<file path="src/rtl/core_stage_sequencer_if.sv">
// Handshake bundle between the stage sequencer and the core's stage units.
// master = sequencer side, slave = stage/control side.
interface core_stage_sequencer_if #(
    parameter int CNT_W = 32
);
    logic             start;
    logic             halt_req;
    logic             fetch_en;
    logic             fetch_done;
    logic             decode_en;
    logic             decode_done;
    logic             needs_mem;
    logic             writes_reg;
    logic             exec_en;
    logic             exec_done;
    logic             mem_en;
    logic             mem_done;
    logic             trap;
    logic             wb_en;
    logic             wb_done;
    logic             trap_take;
    logic             retire;
    logic [CNT_W-1:0] retired;
    logic [2:0]       stage;
    logic             halted;
    logic             timeout_err;

    modport master (
        input  start, halt_req, fetch_done, decode_done, needs_mem, writes_reg,
               exec_done, mem_done, trap, wb_done,
        output fetch_en, decode_en, exec_en, mem_en, wb_en, trap_take, retire,
               retired, stage, halted, timeout_err
    );

    modport slave (
        output start, halt_req, fetch_done, decode_done, needs_mem, writes_reg,
               exec_done, mem_done, trap, wb_done,
        input  fetch_en, decode_en, exec_en, mem_en, wb_en, trap_take, retire,
               retired, stage, halted, timeout_err
    );
endinterface

</file>
<file path="src/rtl/core_stage_sequencer.sv">
// Multi-cycle instruction sequencer: F/D/E/M/W stepping with en pulses, trap,
// debug halt at instruction boundaries, per-stage watchdog and retire counter.
module core_stage_sequencer #(
    parameter int CNT_W   = 32,
    parameter int TIMEOUT = 1024,
    parameter int TMR_W   = 16
) (
    input  logic clk,
    input  logic rstn,
    core_stage_sequencer_if.master bus
);
    typedef enum logic [2:0] {
        S_IDLE = 3'd0,
        S_F    = 3'd1,
        S_D    = 3'd2,
        S_E    = 3'd3,
        S_M    = 3'd4,
        S_W    = 3'd5,
        S_TRAP = 3'd6,
        S_HALT = 3'd7
    } state_t;

    localparam bit              WD_ON   = (TIMEOUT > 0);
    localparam logic [TMR_W-1:0] WD_LAST = TMR_W'((TIMEOUT > 0) ? TIMEOUT - 1 : 0);

    state_t             state_reg, state_next, boundary_state;
    logic [4:0]         en_reg, en_next;
    logic               trap_take_reg, trap_take_next;
    logic               retire_reg, retire_next;
    logic [CNT_W-1:0]   retired_reg;
    logic               halted_reg, halted_next;
    logic               terr_reg, terr_next;
    logic               mem_flag_reg, mem_flag_next;
    logic               wb_flag_reg, wb_flag_next;
    logic [TMR_W-1:0]   wdog_reg, wdog_next;
    logic               cur_done, done_ok, stage_active, expire, entering;

    always_comb begin
        cur_done = 1'b0;
        case (state_reg)
            S_F:     cur_done = bus.fetch_done;
            S_D:     cur_done = bus.decode_done;
            S_E:     cur_done = bus.exec_done;
            S_M:     cur_done = bus.mem_done;
            S_W:     cur_done = bus.wb_done;
            default: cur_done = 1'b0;
        endcase
    end

    // A done coinciding with the stage's own en pulse is too early to count.
    assign done_ok      = cur_done && !(|en_reg);
    assign stage_active = (state_reg >= S_F) && (state_reg <= S_W);
    assign expire       = WD_ON && stage_active && !done_ok && (wdog_reg == WD_LAST);

    always_comb begin
        state_next     = state_reg;
        retire_next    = 1'b0;
        terr_next      = terr_reg;
        mem_flag_next  = mem_flag_reg;
        wb_flag_next   = wb_flag_reg;
        boundary_state = bus.halt_req ? S_HALT : S_F;
        case (state_reg)
            S_IDLE, S_HALT: if (bus.start) state_next = S_F;
            S_F: if (done_ok) state_next = S_D;
            S_D: if (done_ok) begin
                state_next    = S_E;
                mem_flag_next = bus.needs_mem;
                wb_flag_next  = bus.writes_reg;
            end
            S_E: if (done_ok) begin
                if (bus.trap)          state_next = S_TRAP;
                else if (mem_flag_reg) state_next = S_M;
                else if (wb_flag_reg)  state_next = S_W;
                else begin
                    retire_next = 1'b1;
                    state_next  = boundary_state;
                end
            end
            S_M: if (done_ok) begin
                if (bus.trap)         state_next = S_TRAP;
                else if (wb_flag_reg) state_next = S_W;
                else begin
                    retire_next = 1'b1;
                    state_next  = boundary_state;
                end
            end
            S_W: if (done_ok) begin
                retire_next = 1'b1;
                state_next  = boundary_state;
            end
            S_TRAP:  state_next = boundary_state;
            default: state_next = S_IDLE;
        endcase
        if (expire) begin
            state_next = S_HALT;
            terr_next  = 1'b1;
        end
    end

    assign entering       = (state_next != state_reg);
    assign trap_take_next = (state_next == S_TRAP);
    assign halted_next    = (state_next == S_HALT);
    assign wdog_next      = (entering || !stage_active) ? '0 : wdog_reg + 1'b1;

    // en bit gi belongs to stage state gi+1 (F..W)
    generate
        for (genvar gi = 0; gi < 5; gi++) begin : g_en
            assign en_next[gi] = entering && (state_next == state_t'(3'(gi + 1)));
        end
    endgenerate

    always_ff @(posedge clk) begin
        if (!rstn) begin
            state_reg     <= S_IDLE;
            en_reg        <= '0;
            trap_take_reg <= 1'b0;
            retire_reg    <= 1'b0;
            retired_reg   <= '0;
            halted_reg    <= 1'b0;
            terr_reg      <= 1'b0;
            mem_flag_reg  <= 1'b0;
            wb_flag_reg   <= 1'b0;
            wdog_reg      <= '0;
        end else begin
            state_reg     <= state_next;
            en_reg        <= en_next;
            trap_take_reg <= trap_take_next;
            retire_reg    <= retire_next;
            halted_reg    <= halted_next;
            terr_reg      <= terr_next;
            mem_flag_reg  <= mem_flag_next;
            wb_flag_reg   <= wb_flag_next;
            wdog_reg      <= wdog_next;
            if (retire_next) retired_reg <= retired_reg + 1'b1;
        end
    end

    assign bus.fetch_en    = en_reg[0];
    assign bus.decode_en   = en_reg[1];
    assign bus.exec_en     = en_reg[2];
    assign bus.mem_en      = en_reg[3];
    assign bus.wb_en       = en_reg[4];
    assign bus.trap_take   = trap_take_reg;
    assign bus.retire      = retire_reg;
    assign bus.retired     = retired_reg;
    assign bus.stage       = state_reg;
    assign bus.halted      = halted_reg;
    assign bus.timeout_err = terr_reg;
endmodule

</file>
<file path="src/flat_wrapper.sv">
// flat-port wrapper written by rule: the top's interface ports become plain ports
module core_stage_sequencer_flat 
#(
    parameter int CNT_W   = 32,
    parameter int TIMEOUT = 1024,
    parameter int TMR_W   = 16
)
  (clk, rstn, bus_start, bus_halt_req, bus_fetch_done, bus_decode_done, bus_needs_mem, bus_writes_reg, bus_exec_done, bus_mem_done, bus_trap, bus_wb_done, bus_fetch_en, bus_decode_en, bus_exec_en, bus_mem_en, bus_wb_en, bus_trap_take, bus_retire, bus_retired, bus_stage, bus_halted, bus_timeout_err);
  core_stage_sequencer_if #(.CNT_W(CNT_W)) bus_i ();
  input  logic clk;
  input  logic rstn;
  input wire logic [$bits(bus_i.start)-1:0] bus_start;
  input wire logic [$bits(bus_i.halt_req)-1:0] bus_halt_req;
  input wire logic [$bits(bus_i.fetch_done)-1:0] bus_fetch_done;
  input wire logic [$bits(bus_i.decode_done)-1:0] bus_decode_done;
  input wire logic [$bits(bus_i.needs_mem)-1:0] bus_needs_mem;
  input wire logic [$bits(bus_i.writes_reg)-1:0] bus_writes_reg;
  input wire logic [$bits(bus_i.exec_done)-1:0] bus_exec_done;
  input wire logic [$bits(bus_i.mem_done)-1:0] bus_mem_done;
  input wire logic [$bits(bus_i.trap)-1:0] bus_trap;
  input wire logic [$bits(bus_i.wb_done)-1:0] bus_wb_done;
  output wire logic [$bits(bus_i.fetch_en)-1:0] bus_fetch_en;
  output wire logic [$bits(bus_i.decode_en)-1:0] bus_decode_en;
  output wire logic [$bits(bus_i.exec_en)-1:0] bus_exec_en;
  output wire logic [$bits(bus_i.mem_en)-1:0] bus_mem_en;
  output wire logic [$bits(bus_i.wb_en)-1:0] bus_wb_en;
  output wire logic [$bits(bus_i.trap_take)-1:0] bus_trap_take;
  output wire logic [$bits(bus_i.retire)-1:0] bus_retire;
  output wire logic [$bits(bus_i.retired)-1:0] bus_retired;
  output wire logic [$bits(bus_i.stage)-1:0] bus_stage;
  output wire logic [$bits(bus_i.halted)-1:0] bus_halted;
  output wire logic [$bits(bus_i.timeout_err)-1:0] bus_timeout_err;
  assign bus_i.start = bus_start;
  assign bus_i.halt_req = bus_halt_req;
  assign bus_i.fetch_done = bus_fetch_done;
  assign bus_i.decode_done = bus_decode_done;
  assign bus_i.needs_mem = bus_needs_mem;
  assign bus_i.writes_reg = bus_writes_reg;
  assign bus_i.exec_done = bus_exec_done;
  assign bus_i.mem_done = bus_mem_done;
  assign bus_i.trap = bus_trap;
  assign bus_i.wb_done = bus_wb_done;
  assign bus_fetch_en = bus_i.fetch_en;
  assign bus_decode_en = bus_i.decode_en;
  assign bus_exec_en = bus_i.exec_en;
  assign bus_mem_en = bus_i.mem_en;
  assign bus_wb_en = bus_i.wb_en;
  assign bus_trap_take = bus_i.trap_take;
  assign bus_retire = bus_i.retire;
  assign bus_retired = bus_i.retired;
  assign bus_stage = bus_i.stage;
  assign bus_halted = bus_i.halted;
  assign bus_timeout_err = bus_i.timeout_err;
  core_stage_sequencer #(.CNT_W(CNT_W), .TIMEOUT(TIMEOUT), .TMR_W(TMR_W)) u_core (.clk(clk), .rstn(rstn), .bus(bus_i));
endmodule
</file>
<file path="config.mk">
export PLATFORM = sky130hd
export DESIGN_NAME = core_stage_sequencer_flat
export DESIGN_NICKNAME = d
export VERILOG_FILES = /design/src/rtl/core_stage_sequencer_if.sv /design/src/rtl/core_stage_sequencer.sv /design/src/flat_wrapper.sv
export SDC_FILE = /design/constraint.sdc
export NUM_CORES = 1
export LEC_CHECK = 0
export ABC_AREA = 1
export BUFFER_PORTS_ARGS = -buffer_cell sky130_fd_sc_hd__buf_2
export CAP_MARGIN = 20
export CORE_ASPECT_RATIO = 0.9
export CORE_MARGIN = 2
export CORE_UTILIZATION = 30
export CTS_CLUSTER_DIAMETER = 30
export CTS_CLUSTER_SIZE = 14
export DETAILED_ROUTE_END_ITERATION = 12
export GPL_ROUTABILITY_DRIVEN = 0
export PLACE_DENSITY_LB_ADDON = 0.25
export SETUP_SLACK_MARGIN = 0.5
export SLEW_MARGIN = 10
export SYNTH_ARGS = -nofsm -noshare
export SYNTH_HDL_FRONTEND = slang
export SYNTH_SLANG_ARGS = --single-unit
</file>
<file path="constraint.sdc">
create_clock -name clk -period 2.6 [get_ports clk]
set_input_delay 0.26 -clock clk [delete_from_list [all_inputs] [get_ports clk]]
set_output_delay 0.26 -clock clk [all_outputs]
set_load 0.1 [all_outputs]
</file>
==> flow_metrics.tcl <==
set metrics [dict create \
    die_w_um 115 \
    yosysSeqAreaShare_pct 37.4 \
    power_density_mw_per_mm2 534 \
    viasPerCell 4.82 \
    crit_path_end_kind "flop" \
    rsz0062_at_grt "true" \
    syn_inst 483 \
    syn_area_per_cell_um2 6.88 \
    hpwl_mm 6.33 \
    diodes 0 \
    wl_mm 9.43 \
    cts.hold.buffers_added 0 \
    drc 0 \
    worstMarginPinSlew_ns 0.504 \
    crit_path_start_kind "flop" \
    relSlewSlack_pct 66.6 \
    cts_buffers 9 \
    synthSimpleGateAreaFrac_pct 36.4 \
    clkPwrFrac_pct 47.3 \
    fin_nets 586 \
    final_cell_area_mm2 0.00469 \
    port_buffers 55 \
    die_area_mm2 0.0119 \
    coreArea_mm2 0.0108 \
    fmax_mhz 469 \
    hold_viol 0 \
    fin_setup_tns_ns 0 \
    area_growth_pct 41.3 \
    drtAntennaViolNets 0 \
    cts_buffer_depth 2 \
    synth_adder_area_share_pct 0.754 \
    drive_gt1_share_pct 37.4 \
    synth_xor_area_share_pct 5.80 \
    finClkSkew_ns 0.00626 \
    drt_iter0_markers 174 \
    yosys_register_bits 62 \
    p_int_uw 1860 \
    crit_required_ns 2.86 \
    combinationalPowerShare_pct 13.7 \
    ioPinCount 56 \
    status "completed" \
    cpMaxStageDelayCell "dfxtp_4" \
    crit_path_max_fanout 8 \
    yosys_warnings 0 \
    synth_fp_nets 497 \
    path_cells "nor2_4 > o21a_4 > nor2_8 > buf_12 > nand3_4 > nand2_4 > nand2_2 > nand2_2 > nand3_2 > nand2_2 > inv_2 > nor2_4 > nand3_4 > nor2_2" \
    clk_pin_slew_ns 0.05 \
    antenna_found_initial 0 \
    globalRouteTotalUtil_pct 15.4 \
    rr_worst_depth 14 \
    maxCapViolations 0 \
    period_needed_ns 2.13 \
    synthDistinctLibCells 37 \
    routed-via-count 3420 \
    h-tree-depth 3 \
    synth_ff_type "dfxtp_1" \
    grt_pass1_wl_mm 14.8 \
    synth_compound_area_share_pct 9.91 \
    synth_edf_count 0 \
    die_y_um 104 \
    cts_tree "yes" \
    cp.arrival_ns 2.39 \
    insertion_delay_ns 0.32 \
    overflow 0 \
    cts-root-buf "clkbuf_16" \
    critPathKind "reg2reg" \
    clkSinkCount 62 \
    p_leak_uw 0.00200 \
    hold_slack_ns 0.221 \
    syn_area_mm2 0.00332 \
    wl_met3_um 464 \
    ir_worst_vdd_v 0.000312 \
    cp_common_cell "nand2_2" \
    largest_register_ffs 32 \
    initial_utilization_pct 30.7 \
    setup_viol 0 \
    async_reset_ff_share_pct 0 \
    met1_length_mm 4.36 \
    grt_pass1_vias 3086 \
    wl_met2_mm 4.50 \
    seqPwrFrac_pct 39.0 \
    drv_slew 0 \
    slowest_delay_ns 0.44 \
    synthMuxAreaShare_pct 0 \
    grt_max_degree 21 \
    post_drt_wl_per_cell_um 13.3 \
    firstDrtPassIters 5 \
    hp-class "in2reg" \
    p_sw_share_pct 25.5 \
    fp-row-count 36 \
    hold_path_depth 3 \
    highest_layer "met4" \
    timing.final.crit_share_pct 82.0 \
    placed_area_mm2 0.00384 \
    power.switching_uw 638 \
    synth_top_family_by_area "simple AND/OR/NAND/NOR gates" \
]
[metrics by stage]
| step | setup WS [ns] | utilization [%] | power, µW | std cells |
|---|---|---|---|---|
| floorplan | 0.413 | - | 1200 | 483 |
| global placement | 0.245 | 35.5 | 1250 | 665 |
| detailed placement | 0.240 | 35.5 | 1250 | 665 |
| CTS | 0.499 | 39.6 | 2470 | 692 |
| global route | 0.308 | 43.4 | 2610 | 710 |
| finish | 0.467 | 43.4 | 2500 | 710 |
[cell usage after synthesis (5+ instances only)]
| cell | instances | area (µm²) |
|---|---|---|
| xor2_1 | 17 | 149 |
| nor4_1 | 7 | 43.8 |
| nor3_1 | 16 | 80.1 |
| nand4_1 | 17 | 106 |
| xnor2_1 | 5 | 43.8 |
| inv_1 | 67 | 251 |
| nand3_1 | 28 | 140 |
| nor2_2 | 15 | 93.8 |
| a21oi_1 | 27 | 135 |
| dfxtp_1 | 62 | 1240 |
| inv_2 | 6 | 22.5 |
| nand2_1 | 91 | 342 |
| nor2_1 | 69 | 259 |
| o21ai_0 | 17 | 85.1 |
[cell type report]
class	count	area, µm²
inverters	73	300
clock inverters	1	30.0
repair buffers	83	518
clock buffers	15	268
multi-input cells	342	2100
well taps	133	166
flip-flops and latches	62	1300
fillers	1106	6120
repair inverters	1	8.76
[critical path, delay by kind of cell, from the launching register on]
kind | cells | cell delay [ns]
AND/OR/NAND/NOR | 11 | 1.23
buffers and inverters | 2 | 0.17
flip-flops | 1 | 0.44
AO/OA/AOI/OAI | 1 | 0.23
[what timing repair did]
item / in CTS / in global routing
pin swaps: 8 / 27
cloned: 1 / 2
buffers inserted: 10 / 16
setup endpoints to repair: 34 / 34
gates resized for setup: 16 / 63
[per-layer routing]
metal | global-route usage, % | vias up
met5 | 0 | -
met2 | 23.9 | 86
met1 | 20.4 | 1588
li1 | - | 1737
met4 | 4.39 | 0
met3 | 4.68 | 9
[worst paths after layout]
path	from	slack, ns	to
max	u_core.bus.stage[0]	0.47	u_core.wdog_reg[7]
min	bus_writes_reg	0.22	u_core.wb_flag_reg
max reg2reg	u_core.bus.stage[0]	0.47	u_core.wdog_reg[7]
min reg2reg	u_core.wdog_reg[0]	0.43	u_core.wdog_reg[0]
[power by group through the flow]
stage	registers (µW)	clock network (µW)	logic (µW)
global placement	991	0	255
detailed placement	992	0	254
CTS	972	1210	282
finish	975	1180	344
global route	974	1270	369
floorplan	1040	0	165
[kinds of logic after synthesis]
logic type,after synthesis
flops,62
buf+inv,81
xor+xnor,22
simple gates,258
fa+ha+maj,2
compound gates,58
[layout by cell type, fill, tap and decap left out, types with 18 or more instances in the layout]
cell type	synthesis	routed
dfxtp_1	62	27
nand2_1	91	74
nor2_2	15	18
nor2_1	69	57
buf_4	1	24
dfxtp_2	0	28
nand3_1	28	20
inv_1	67	64
buf_2	1	55
a21oi_1	27	27
No activity file was read; power rests on OpenSTA's default activity.
